$ cat src/rtl/accum_pkg.sv
// Shared types and saturation helpers for the frame accumulator.
package accum_pkg;

  typedef enum logic [1:0] {
    ST_IDLE,
    ST_RUN,
    ST_DONE
  } state_e;

  localparam int MAXW = 64;

  function automatic logic [MAXW-1:0] sat_max(input int n);
    return (MAXW'(1) << (n - 1)) - MAXW'(1);
  endfunction

  function automatic logic [MAXW-1:0] sat_min(input int n);
    return MAXW'(1) << (n - 1);
  endfunction

endpackage

$ cat src/rtl/accum_frame_n_if.sv
// Sample input and frame result bundle for accum_frame_n.
interface accum_frame_n_if #(
  parameter int N   = 8,
  parameter int LEN = 16
);
  localparam int CW = $clog2(LEN + 1);

  logic          start;
  logic          in_valid;
  logic [N-1:0]  data;
  logic          sub;
  logic          sat;
  logic [N-1:0]  acc;
  logic          carry;
  logic          overflow;
  logic [CW-1:0] count;
  logic          busy;
  logic          done;

  modport master (
    output start, in_valid, data, sub, sat,
    input  acc, carry, overflow, count, busy, done
  );

  modport slave (
    input  start, in_valid, data, sub, sat,
    output acc, carry, overflow, count, busy, done
  );

endinterface

$ cat src/rtl/add_sub_n.sv
// Ripple add/subtract built from a full_adder chain, with
// carry-out and signed-overflow flags.
module full_adder (
  input  logic a,
  input  logic b,
  input  logic ci,
  output logic s,
  output logic co
);
  assign s  = a ^ b ^ ci;
  assign co = (a & b) | (ci & (a ^ b));
endmodule

module add_sub_n #(
  parameter int N = 8
) (
  input  logic [N-1:0] a,
  input  logic [N-1:0] b,
  input  logic         sub,
  output logic [N-1:0] s,
  output logic         cout,
  output logic         ovf
);
  logic [N-1:0] be;
  logic [N:0]   c;

  // Subtract as a + ~b + 1
  assign be   = b ^ {N{sub}};
  assign c[0] = sub;

  for (genvar i = 0; i < N; i++) begin : g_fa
    full_adder u_fa (
      .a  (a[i]),
      .b  (be[i]),
      .ci (c[i]),
      .s  (s[i]),
      .co (c[i+1])
    );
  end

  assign cout = c[N];
  assign ovf  = (a[N-1] == be[N-1]) && (s[N-1] != a[N-1]);

endmodule

$ cat src/rtl/accum_frame_n.sv
// Frame-based signed accumulator: LEN samples per frame,
// add/sub, wrap/saturate, sticky overflow, done pulse.
module accum_frame_n
  import accum_pkg::*;
#(
  parameter int N   = 8,
  parameter int LEN = 16
) (
  input  logic          clk,
  input  logic          aclr,
  accum_frame_n_if.slave bus
);
  localparam int CW = $clog2(LEN + 1);
  localparam logic [CW-1:0] LAST = CW'(LEN - 1);
  localparam logic [N-1:0]  SMAX = N'(sat_max(N));
  localparam logic [N-1:0]  SMIN = N'(sat_min(N));

  state_e        st_q, st_d;
  logic [N-1:0]  acc_q, acc_d;
  logic          carry_q, carry_d;
  logic          ovf_q, ovf_d;
  logic [CW-1:0] cnt_q, cnt_d;

  logic [N-1:0]  sum;
  logic          cout;
  logic          ovf;
  logic          take;

  add_sub_n #(.N(N)) u_as (
    .a    (acc_q),
    .b    (bus.data),
    .sub  (bus.sub),
    .s    (sum),
    .cout (cout),
    .ovf  (ovf)
  );

  // Restart wins over a coincident sample
  assign take = (st_q == ST_RUN) && bus.in_valid && !bus.start;

  always_ff @(posedge clk or negedge aclr) begin
    if (!aclr) st_q <= ST_IDLE;
    else       st_q <= st_d;
  end

  always_comb begin
    st_d = st_q;
    unique case (st_q)
      ST_IDLE: if (bus.start) st_d = ST_RUN;
      ST_RUN:  if (take && cnt_q == LAST) st_d = ST_DONE;
      ST_DONE: st_d = bus.start ? ST_RUN : ST_IDLE;
      default: st_d = ST_IDLE;
    endcase
  end

  always_comb begin
    acc_d   = acc_q;
    carry_d = carry_q;
    ovf_d   = ovf_q;
    cnt_d   = cnt_q;
    unique case (1'b1)
      bus.start: begin
        acc_d   = '0;
        carry_d = 1'b0;
        ovf_d   = 1'b0;
        cnt_d   = '0;
      end
      take: begin
        if (bus.sat && ovf) acc_d = acc_q[N-1] ? SMIN : SMAX;
        else                acc_d = sum;
        carry_d = cout;
        ovf_d   = ovf_q | ovf;
        cnt_d   = cnt_q + CW'(1);
      end
      default: ;
    endcase
  end

  always_ff @(posedge clk or negedge aclr) begin
    if (!aclr) begin
      acc_q   <= '0;
      carry_q <= 1'b0;
      ovf_q   <= 1'b0;
      cnt_q   <= '0;
    end else begin
      acc_q   <= acc_d;
      carry_q <= carry_d;
      ovf_q   <= ovf_d;
      cnt_q   <= cnt_d;
    end
  end

  always_comb begin
    bus.acc      = acc_q;
    bus.carry    = carry_q;
    bus.overflow = ovf_q;
    bus.count    = cnt_q;
    bus.busy     = (st_q == ST_RUN);
    bus.done     = (st_q == ST_DONE);
  end

endmodule

$ cat src/flat_wrapper.sv
// flat-port wrapper written by rule: the top's interface ports become plain ports
module accum_frame_n_flat import accum_pkg::*;
#(
  parameter int N   = 8,
  parameter int LEN = 16
)
  (clk, aclr, bus_start, bus_in_valid, bus_data, bus_sub, bus_sat, bus_acc, bus_carry, bus_overflow, bus_count, bus_busy, bus_done);
  accum_frame_n_if #(.N(N), .LEN(LEN)) bus_i ();
  input  logic clk;
  input  logic aclr;
  input wire logic [$bits(bus_i.start)-1:0] bus_start;
  input wire logic [$bits(bus_i.in_valid)-1:0] bus_in_valid;
  input wire logic [$bits(bus_i.data)-1:0] bus_data;
  input wire logic [$bits(bus_i.sub)-1:0] bus_sub;
  input wire logic [$bits(bus_i.sat)-1:0] bus_sat;
  output wire logic [$bits(bus_i.acc)-1:0] bus_acc;
  output wire logic [$bits(bus_i.carry)-1:0] bus_carry;
  output wire logic [$bits(bus_i.overflow)-1:0] bus_overflow;
  output wire logic [$bits(bus_i.count)-1:0] bus_count;
  output wire logic [$bits(bus_i.busy)-1:0] bus_busy;
  output wire logic [$bits(bus_i.done)-1:0] bus_done;
  assign bus_i.start = bus_start;
  assign bus_i.in_valid = bus_in_valid;
  assign bus_i.data = bus_data;
  assign bus_i.sub = bus_sub;
  assign bus_i.sat = bus_sat;
  assign bus_acc = bus_i.acc;
  assign bus_carry = bus_i.carry;
  assign bus_overflow = bus_i.overflow;
  assign bus_count = bus_i.count;
  assign bus_busy = bus_i.busy;
  assign bus_done = bus_i.done;
  accum_frame_n #(.N(N), .LEN(LEN)) u_core (.clk(clk), .aclr(aclr), .bus(bus_i));
endmodule
$ cat config.mk
export PLATFORM = sky130hd
export DESIGN_NAME = accum_frame_n_flat
export DESIGN_NICKNAME = d
export VERILOG_FILES = /design/src/rtl/accum_pkg.sv /design/src/rtl/accum_frame_n_if.sv /design/src/rtl/add_sub_n.sv /design/src/rtl/accum_frame_n.sv /design/src/flat_wrapper.sv
export SDC_FILE = /design/constraint.sdc
export NUM_CORES = 1
export LEC_CHECK = 0
export ABC_AREA = 1
export CAP_MARGIN = 20
export CORE_MARGIN = 5
export CORE_UTILIZATION = 43
export CTS_BUF_LIST = sky130_fd_sc_hd__clkbuf_16
export DETAILED_ROUTE_END_ITERATION = 10
export PLACE_DENSITY = 0.73
export SLEW_MARGIN = 20
export SYNTH_ARGS = -nofsm -noshare
export SYNTH_HDL_FRONTEND = slang
export SYNTH_SLANG_ARGS = --single-unit
$ cat constraint.sdc
create_clock -name clk -period 3.7 [get_ports clk]
set_input_delay 1.11 -clock clk [delete_from_list [all_inputs] [get_ports clk]]
set_output_delay 1.11 -clock clk [all_outputs]
set_load 0.02 [all_outputs]
# Yosys cells after proc, flatten, opt, wreduce, memory -nomap -nowiden
# Cells that the tools add are included.
[totals]
regBits = 17
out_inout_bits = 17
word_cells = 74
in_bits = 14
[op_classes]
n_mux = 10
reduce_logical = 9
n_bitwise = 42
n_addsub = 1
eq_ne = 7
[op_table]
columns = ["cell", "n"]
rows = [
  ["$and A1 B1 Y1", 16],
  ["$mux W8", 2],
  ["$pmux W8 S2", 1],
  ["$xor A1 B1 Y1", 16],
  ["$pmux W5 S2", 1],
  ["$or A1 B1 Y1", 9],
  ["$xor A8 B8 Y8", 1],
  ["$pmux W2 S3", 1],
  ["$add A5 B1 Y5 const B", 1],
  ["$eq A5 B4 Y1 const B", 1],
  ["$logic_and A1 B1 Y1", 5],
  ["$mux W2", 2],
  ["$pmux W1 S2", 2],
  ["$eq A2 B1 Y1 const B", 1],
  ["$eq A2 B2 Y1 const B", 1],
  ["$logic_not A2 Y1", 1],
  ["$ne A2 B1 Y1 const B", 1],
  ["$ne A2 B2 Y1 const B", 1],
  ["$reduce_and A2 Y1", 1],
  ["$reduce_bool A2 Y1", 1],
  ["$eq A1 B1 Y1", 1],
  ["$logic_not A1 Y1", 1],
  ["$mux W1", 1],
  ["$ne A1 B1 Y1", 1],
]

# Longest topological paths before layout
[depth]
ltp_word = 22
mapped_depth = 17
ltp_nobuf = 16

# By module
# Synthesis repeated with hierarchy kept, for this count alone.
[unflattened]
hier_cells = 135
area_unflattened_um2 = 1134.8
[by_module_without_submodules]
columns = ["mod", "seq_area_each_um2", "area_per_inst_um2", "instances", "cells_each"]
rows = [
  ["accum_frame_n", 425.4, 832.0, 1, 105],
  ["full_adder", 0.0, 20.0, 8, 1],
  ["add_sub_n", 0.0, 142.6, 1, 22],
]

# Least setup slack after synthesis
# OpenSTA, ideal clock, no wires.
[synth_timing]
path_kind = "input to register"
start = "input port bus_sub"
end = "register u_core.acc_q[7], in the netlist u_core.bus.acc[7]"
arrival_time_ns = 4.669
stages = 16
path_buffers = 1
setup_time_ns = 0.117
slack_ns = -1.086
required_time_ns = 3.583
path_cell_list = "buf_2 -> mux2_2 -> fa_1 -> fa_1 -> fa_1 -> fa_1 -> inv_1 -> fa_1 -> inv_1 -> fa_1 -> fa_1 -> inv_1 -> nand2_1 -> nand4_2 -> nand3_2 -> nand2_1"
[synth_via]
elab_chain_cells = 22
word_cells_on_any_way = 37
classes_between = "2 x eq/ne; 2 x mux; 31 x bitwise; 2 x reduce/logical"
[synth_lines]
columns = ["item", "line_no", "text"]
rows = [
  ["start: declaration", "flat_wrapper.sv:14", "input wire logic [$bits(bus_i.sub)-1:0] bus_sub;"],
  ["$xor A8 B8 Y8", "add_sub_n.sv:28", "assign be = b ^ {N{sub}};"],
  ["$xor A1 B1 Y1", "add_sub_n.sv:11", "assign co = (a & b) | (ci & (a ^ b));"],
  ["$and A1 B1 Y1", "add_sub_n.sv:11", ""],
  ["$or A1 B1 Y1", "add_sub_n.sv:11", ""],
  ["$and A1 B1 Y1", "add_sub_n.sv:11", ""],
  ["$or A1 B1 Y1", "add_sub_n.sv:11", ""],
  ["$and A1 B1 Y1", "add_sub_n.sv:11", ""],
  ["$or A1 B1 Y1", "add_sub_n.sv:11", ""],
  ["[... 6 more ...]", "--", ""],
  ["$and A1 B1 Y1", "add_sub_n.sv:11", ""],
  ["$or A1 B1 Y1", "add_sub_n.sv:11", ""],
  ["$xor A1 B1 Y1", "add_sub_n.sv:10", "assign s = a ^ b ^ ci;"],
  ["$ne A1 B1 Y1", "add_sub_n.sv:42", "assign ovf = (a[N-1] == be[N-1]) && (s[N-1] != a[N-1]);"],
  ["$logic_and A1 B1 Y1", "add_sub_n.sv:42", ""],
  ["$logic_and A1 B1 Y1", "accum_frame_n.sv:69", "if (bus.sat && ovf) acc_d = acc_q[N-1] ? SMIN : SMAX;"],
  ["$mux W8 *", "accum_frame_n.sv:69", ""],
  ["$pmux W8 S2 *", "accum_frame_n.sv:61", "unique case (1'b1)"],
  ["end signal: assignment", "accum_frame_n.sv:81", "acc_q <= '0;"],
  ["end signal: assignment", "accum_frame_n.sv:86", "acc_q <= acc_d;"],
  ["end: declaration", "accum_frame_n.sv:19", "logic [N-1:0] acc_q, acc_d;"],
]
# Mark *: on every way between the ends. The rest lies on a longest branch, timed or not.
# A chain may end at the register's enable or synchronous reset.

# Worst setup path in the final report
[layout_timing]
start = "input port bus_data[0]"
end = "register u_core.acc_q[6], in the netlist u_core.bus.acc[6]"
[layout_via]
elab_chain_cells = 22
word_cells_on_any_way = 24
classes_between = "1 x eq/ne; 2 x mux; 19 x bitwise; 2 x reduce/logical"
[layout_lines]
columns = ["item", "line_no", "text"]
rows = [
  ["start: declaration", "flat_wrapper.sv:13", "input wire logic [$bits(bus_i.data)-1:0] bus_data;"],
  ["$xor A8 B8 Y8 *", "add_sub_n.sv:28", ""],
  ["$xor A1 B1 Y1", "add_sub_n.sv:11", ""],
  ["$and A1 B1 Y1", "add_sub_n.sv:11", ""],
  ["$or A1 B1 Y1 *", "add_sub_n.sv:11", ""],
  ["$and A1 B1 Y1 *", "add_sub_n.sv:11", ""],
  ["$or A1 B1 Y1 *", "add_sub_n.sv:11", ""],
  ["$and A1 B1 Y1 *", "add_sub_n.sv:11", ""],
  ["$or A1 B1 Y1 *", "add_sub_n.sv:11", ""],
  ["[... 6 more ...]", "--", ""],
  ["$and A1 B1 Y1", "add_sub_n.sv:11", ""],
  ["$or A1 B1 Y1", "add_sub_n.sv:11", ""],
  ["$xor A1 B1 Y1", "add_sub_n.sv:10", ""],
  ["$ne A1 B1 Y1", "add_sub_n.sv:42", ""],
  ["$logic_and A1 B1 Y1", "add_sub_n.sv:42", ""],
  ["$logic_and A1 B1 Y1", "accum_frame_n.sv:69", ""],
  ["$mux W8 *", "accum_frame_n.sv:69", ""],
  ["$pmux W8 S2 *", "accum_frame_n.sv:61", ""],
]
# Marked as above.

==> run summary <==
crit-path max cell delay: 0.57 ns
power per cell area: 582 mW/mm2
failing checks: setup timing
fin util: 65.3%
final worst setup slack: -0.762 ns
FF-to-FF End: u_core.bus.acc[6]$_DFFE_PN0P_
via count: 949
GP Congestion: 0.784
initial core utilization: 46.1%
Max-slew headroom: 46.2%
worst hold endpoint: u_core.bus.overflow$_DFFE_PN0P_
layout cells sized above 1: 24.7%
DRT antenna net count: 0
Tightest Pin Transition: 0.804 ns
Post-Route WL: 2.80 mm
die height: 62.0 um
worst skew pair latency: 0.24 ns
Critical Path RT: 3.88 ns
Final min period: 4.46 ns
CTS root buf: clkbuf_16
MaxCap Viol Count: 0
CTS Hold Bufs: 0
reg-to-reg slack, setup: -0.16 ns
synthesis warning total: 0
Num CTS Buffers: 3
antenna cells: 0
top sig layer: met4
Hold Vio Cnt, Final: 0
Clock Sink Count: 17
port bufs: 30
beginning of the worst hold path: u_core.bus.overflow$_DFFE_PN0P_
Seq/Total Area, Yosys: 36.6%
initial antenna violation count: 0
drt initial violations: 23
DRC viols: 0
Data arrival, critical path: 4.64 ns
num ports: 31
synthesized flop and latch total: 17
worst hold-check path type: reg -> reg
area delta synth->final: 41.5%
unique cell type count in the Yosys netlist: 23
Via density: 4.84
Core Footprint: 0.00252 mm2
f_max: 0.224 GHz
delay-heaviest family, CP: adder cells
Critical Path End Type: flop
depth of the worst hold-timing path: 2
period utilization: 121%
FP Rows: 18
Leak: 0.000788 uW
met3 WL: 117 um
WP buf/inv: 4
CP startpoint kind: input port
Synth Cell Area: 0.00116 mm2
reg-to-reg startpoint: u_core.bus.acc[0]$_DFFE_PN0P_
Worst IR Drop VDD: 0.000365 V
Crit-path slowest cell: fa_2
status: finished with violations
Longest Clk Path Bufs: 2
CP Max Fanout: 5
dpl cells: 188
final setup skew: 0.00159 ns
post-DR wirelength/cell: 14.3 um
Design Power: 958 uW
Post-Syn Instances: 133
routed wl met2: 1.44 mm
die width: 62.0 um
unrepaired setup endpoints after global routing: yes
H-Tree Depth: 1
TritonCTS clock tree: done
Total Routing Usage GR: 16.8%
Most Frequent Cell on Critical Path: fa_2
nets@finish: 191
die area: 0.00385 mm2
Mean Syn Cell Area: 8.75 um2
grt ovf: 0
Reg clk slew, reported paths: 0.05 ns
drt pass-1 iters: 4
Slew Viols, Final: 0
M1 wire length: 1.20 mm
crit-path cells: buf_6, mux2_4, fa_2, fa_2, fa_2, fa_2, inv_2, fa_2, inv_2, fa_2, fa_2, inv_2, nand2_4, nand4_4, nand2_1, nand3_1, nand2_1
Post-Layout Cell Count: 196
Post-Syn Nets: 157
placed cell area: 0.00149 mm2
pin count of the biggest net entering global routing: 18
vias in the first global route: 1,026
R2R cell count: 16
Crit Path Class: in -> reg
Post-DP HPWL: 1.99 mm
Final setup viols: 10
first-pass GRT wire length: 4.76 mm
final instance area: 0.00165 mm2
[worst reg2reg max path: stages, from the launching register on]
cell and delay (ns):
dfrtp_1 0.38, mux2_4 0.27, fa_2 0.36, fa_2 0.34
fa_2 0.35, fa_2 0.34, inv_2 0.06, fa_2 0.18
inv_2 0.04, fa_2 0.33, fa_2 0.57, inv_2 0.06
nand2_4 0.09, nand4_4 0.14, nand2_1 0.11, nand3_1 0.07
nand2_1 0.08
[sequential cells by signal, summed over array words and instances (netlist names)]
name / count
u_core.bus.acc: 8
u_core.bus.carry: 1
u_core.bus.count: 5
u_core.bus.overflow: 1
u_core.st_q: 2
[timing repair]
item,CTS,global route
resized for setup,20,6
pin swaps,10,2
setup endpoints to repair,10,10
buffers inserted,2,1
cloned,1,0
[per-stage QoR]
stage               setup TNS (ns)  hold WS (ns)  setup slack, ns
finish                       -6.65         0.501           -0.762
global route                 -7.34         0.518           -0.839
CTS                          -6.45         0.505           -0.725
detailed placement          -14.15         0.493            -1.50
global placement            -13.15         0.458            -1.40
floorplan                    -8.04         0.471           -0.873
[how the worst max path moves through the flow]
stage / cells past startpoint / start / to
after global routing: 16 / bus_data[0] / u_core.bus.acc[6]$_DFFE_PN0P_
final: 17 / bus_data[0] / u_core.bus.acc[6]$_DFFE_PN0P_
after CTS: 17 / bus_data[0] / u_core.bus.acc[4]$_DFFE_PN0P_
after detailed placement: 15 / bus_data[0] / u_core.bus.acc[4]$_DFFE_PN0P_
after global placement: 17 / bus_data[0] / u_core.bus.acc[4]$_DFFE_PN0P_
after floorplan: 17 / bus_sub / u_core.bus.acc[1]$_DFFE_PN0P_
[layout by cell type, fill, tap and decap left out, drive strengths merged]
cell,instances
buf,11
o22ai,1
fa,7
nand4,3
nor2,5
mux2,1
clkbuf,3
nand3,12
or2,1
nand2,40
inv,19
clkdlybuf4s50,27
clkinv,1
dlygate4sd2,1
dfrtp,17
ha,3
o21ai,5
xor2,7
xnor2,2
[area by class of cell]
class                      count  area [um2]
fill                         195         876
multi-input combinational     87         659
sequential                    17         425
timing repair buffer          39         373
clock buffer                   3        75.1
inverter                      19        72.6
tap                           30        37.5
clock inverter                 1        3.75
[logic make-up (layout without fill, tap and decap cells)]
logic type | Yosys count | after routing | synth area share (%)
XOR/XNOR | 9 | 9 | 6.77
buffers and inverters | 30 | 62 | 13.8
flip-flops | 17 | 17 | 36.6
AND/OR/NAND/NOR | 60 | 61 | 24.0
AO/OA/AOI/OAI | 6 | 6 | 2.69
multiplexers | 1 | 1 | 0.968
adder cells (fa/ha/maj) | 10 | 10 | 15.3
[layer usage]
metal,track usage [%],vias up
li1,-,470
met1,22.2,454
met2,27.7,21
met3,3.10,4
met4,5.45,0
met5,0,-
[report_power, final]
group / internal (uW) / switching [uW]
combinational: 226 / 261
sequential: 219 / 40.1
clock: 143 / 68.8
[synth_stat cells]
| library cell | instances | area [um2] |
|---|---|---|
| nand3_1 | 10 | 50.1 |
| ha_1 | 3 | 37.5 |
| xor2_1 | 7 | 61.3 |
| inv_2 | 1 | 3.75 |
| mux2_2 | 1 | 11.3 |
| buf_6 | 2 | 22.5 |
| nor2_4 | 1 | 11.3 |
| inv_1 | 17 | 63.8 |
| buf_4 | 8 | 60.1 |
| nand2_1 | 40 | 150 |
| o21ai_0 | 5 | 25.0 |
| fa_1 | 7 | 140 |
| clkinv_2 | 1 | 5.00 |
| nand3_4 | 1 | 17.5 |
| dfrtp_1 | 17 | 425 |
| xnor2_1 | 2 | 17.5 |
| buf_2 | 1 | 5.00 |
| or2_2 | 1 | 6.26 |
| nand3_2 | 1 | 10.0 |
| nand4_1 | 1 | 6.26 |
| nand4_2 | 1 | 12.5 |
| o22ai_1 | 1 | 6.26 |
| nor2_1 | 4 | 15.0 |
Power figures use the tool's default switching activity.
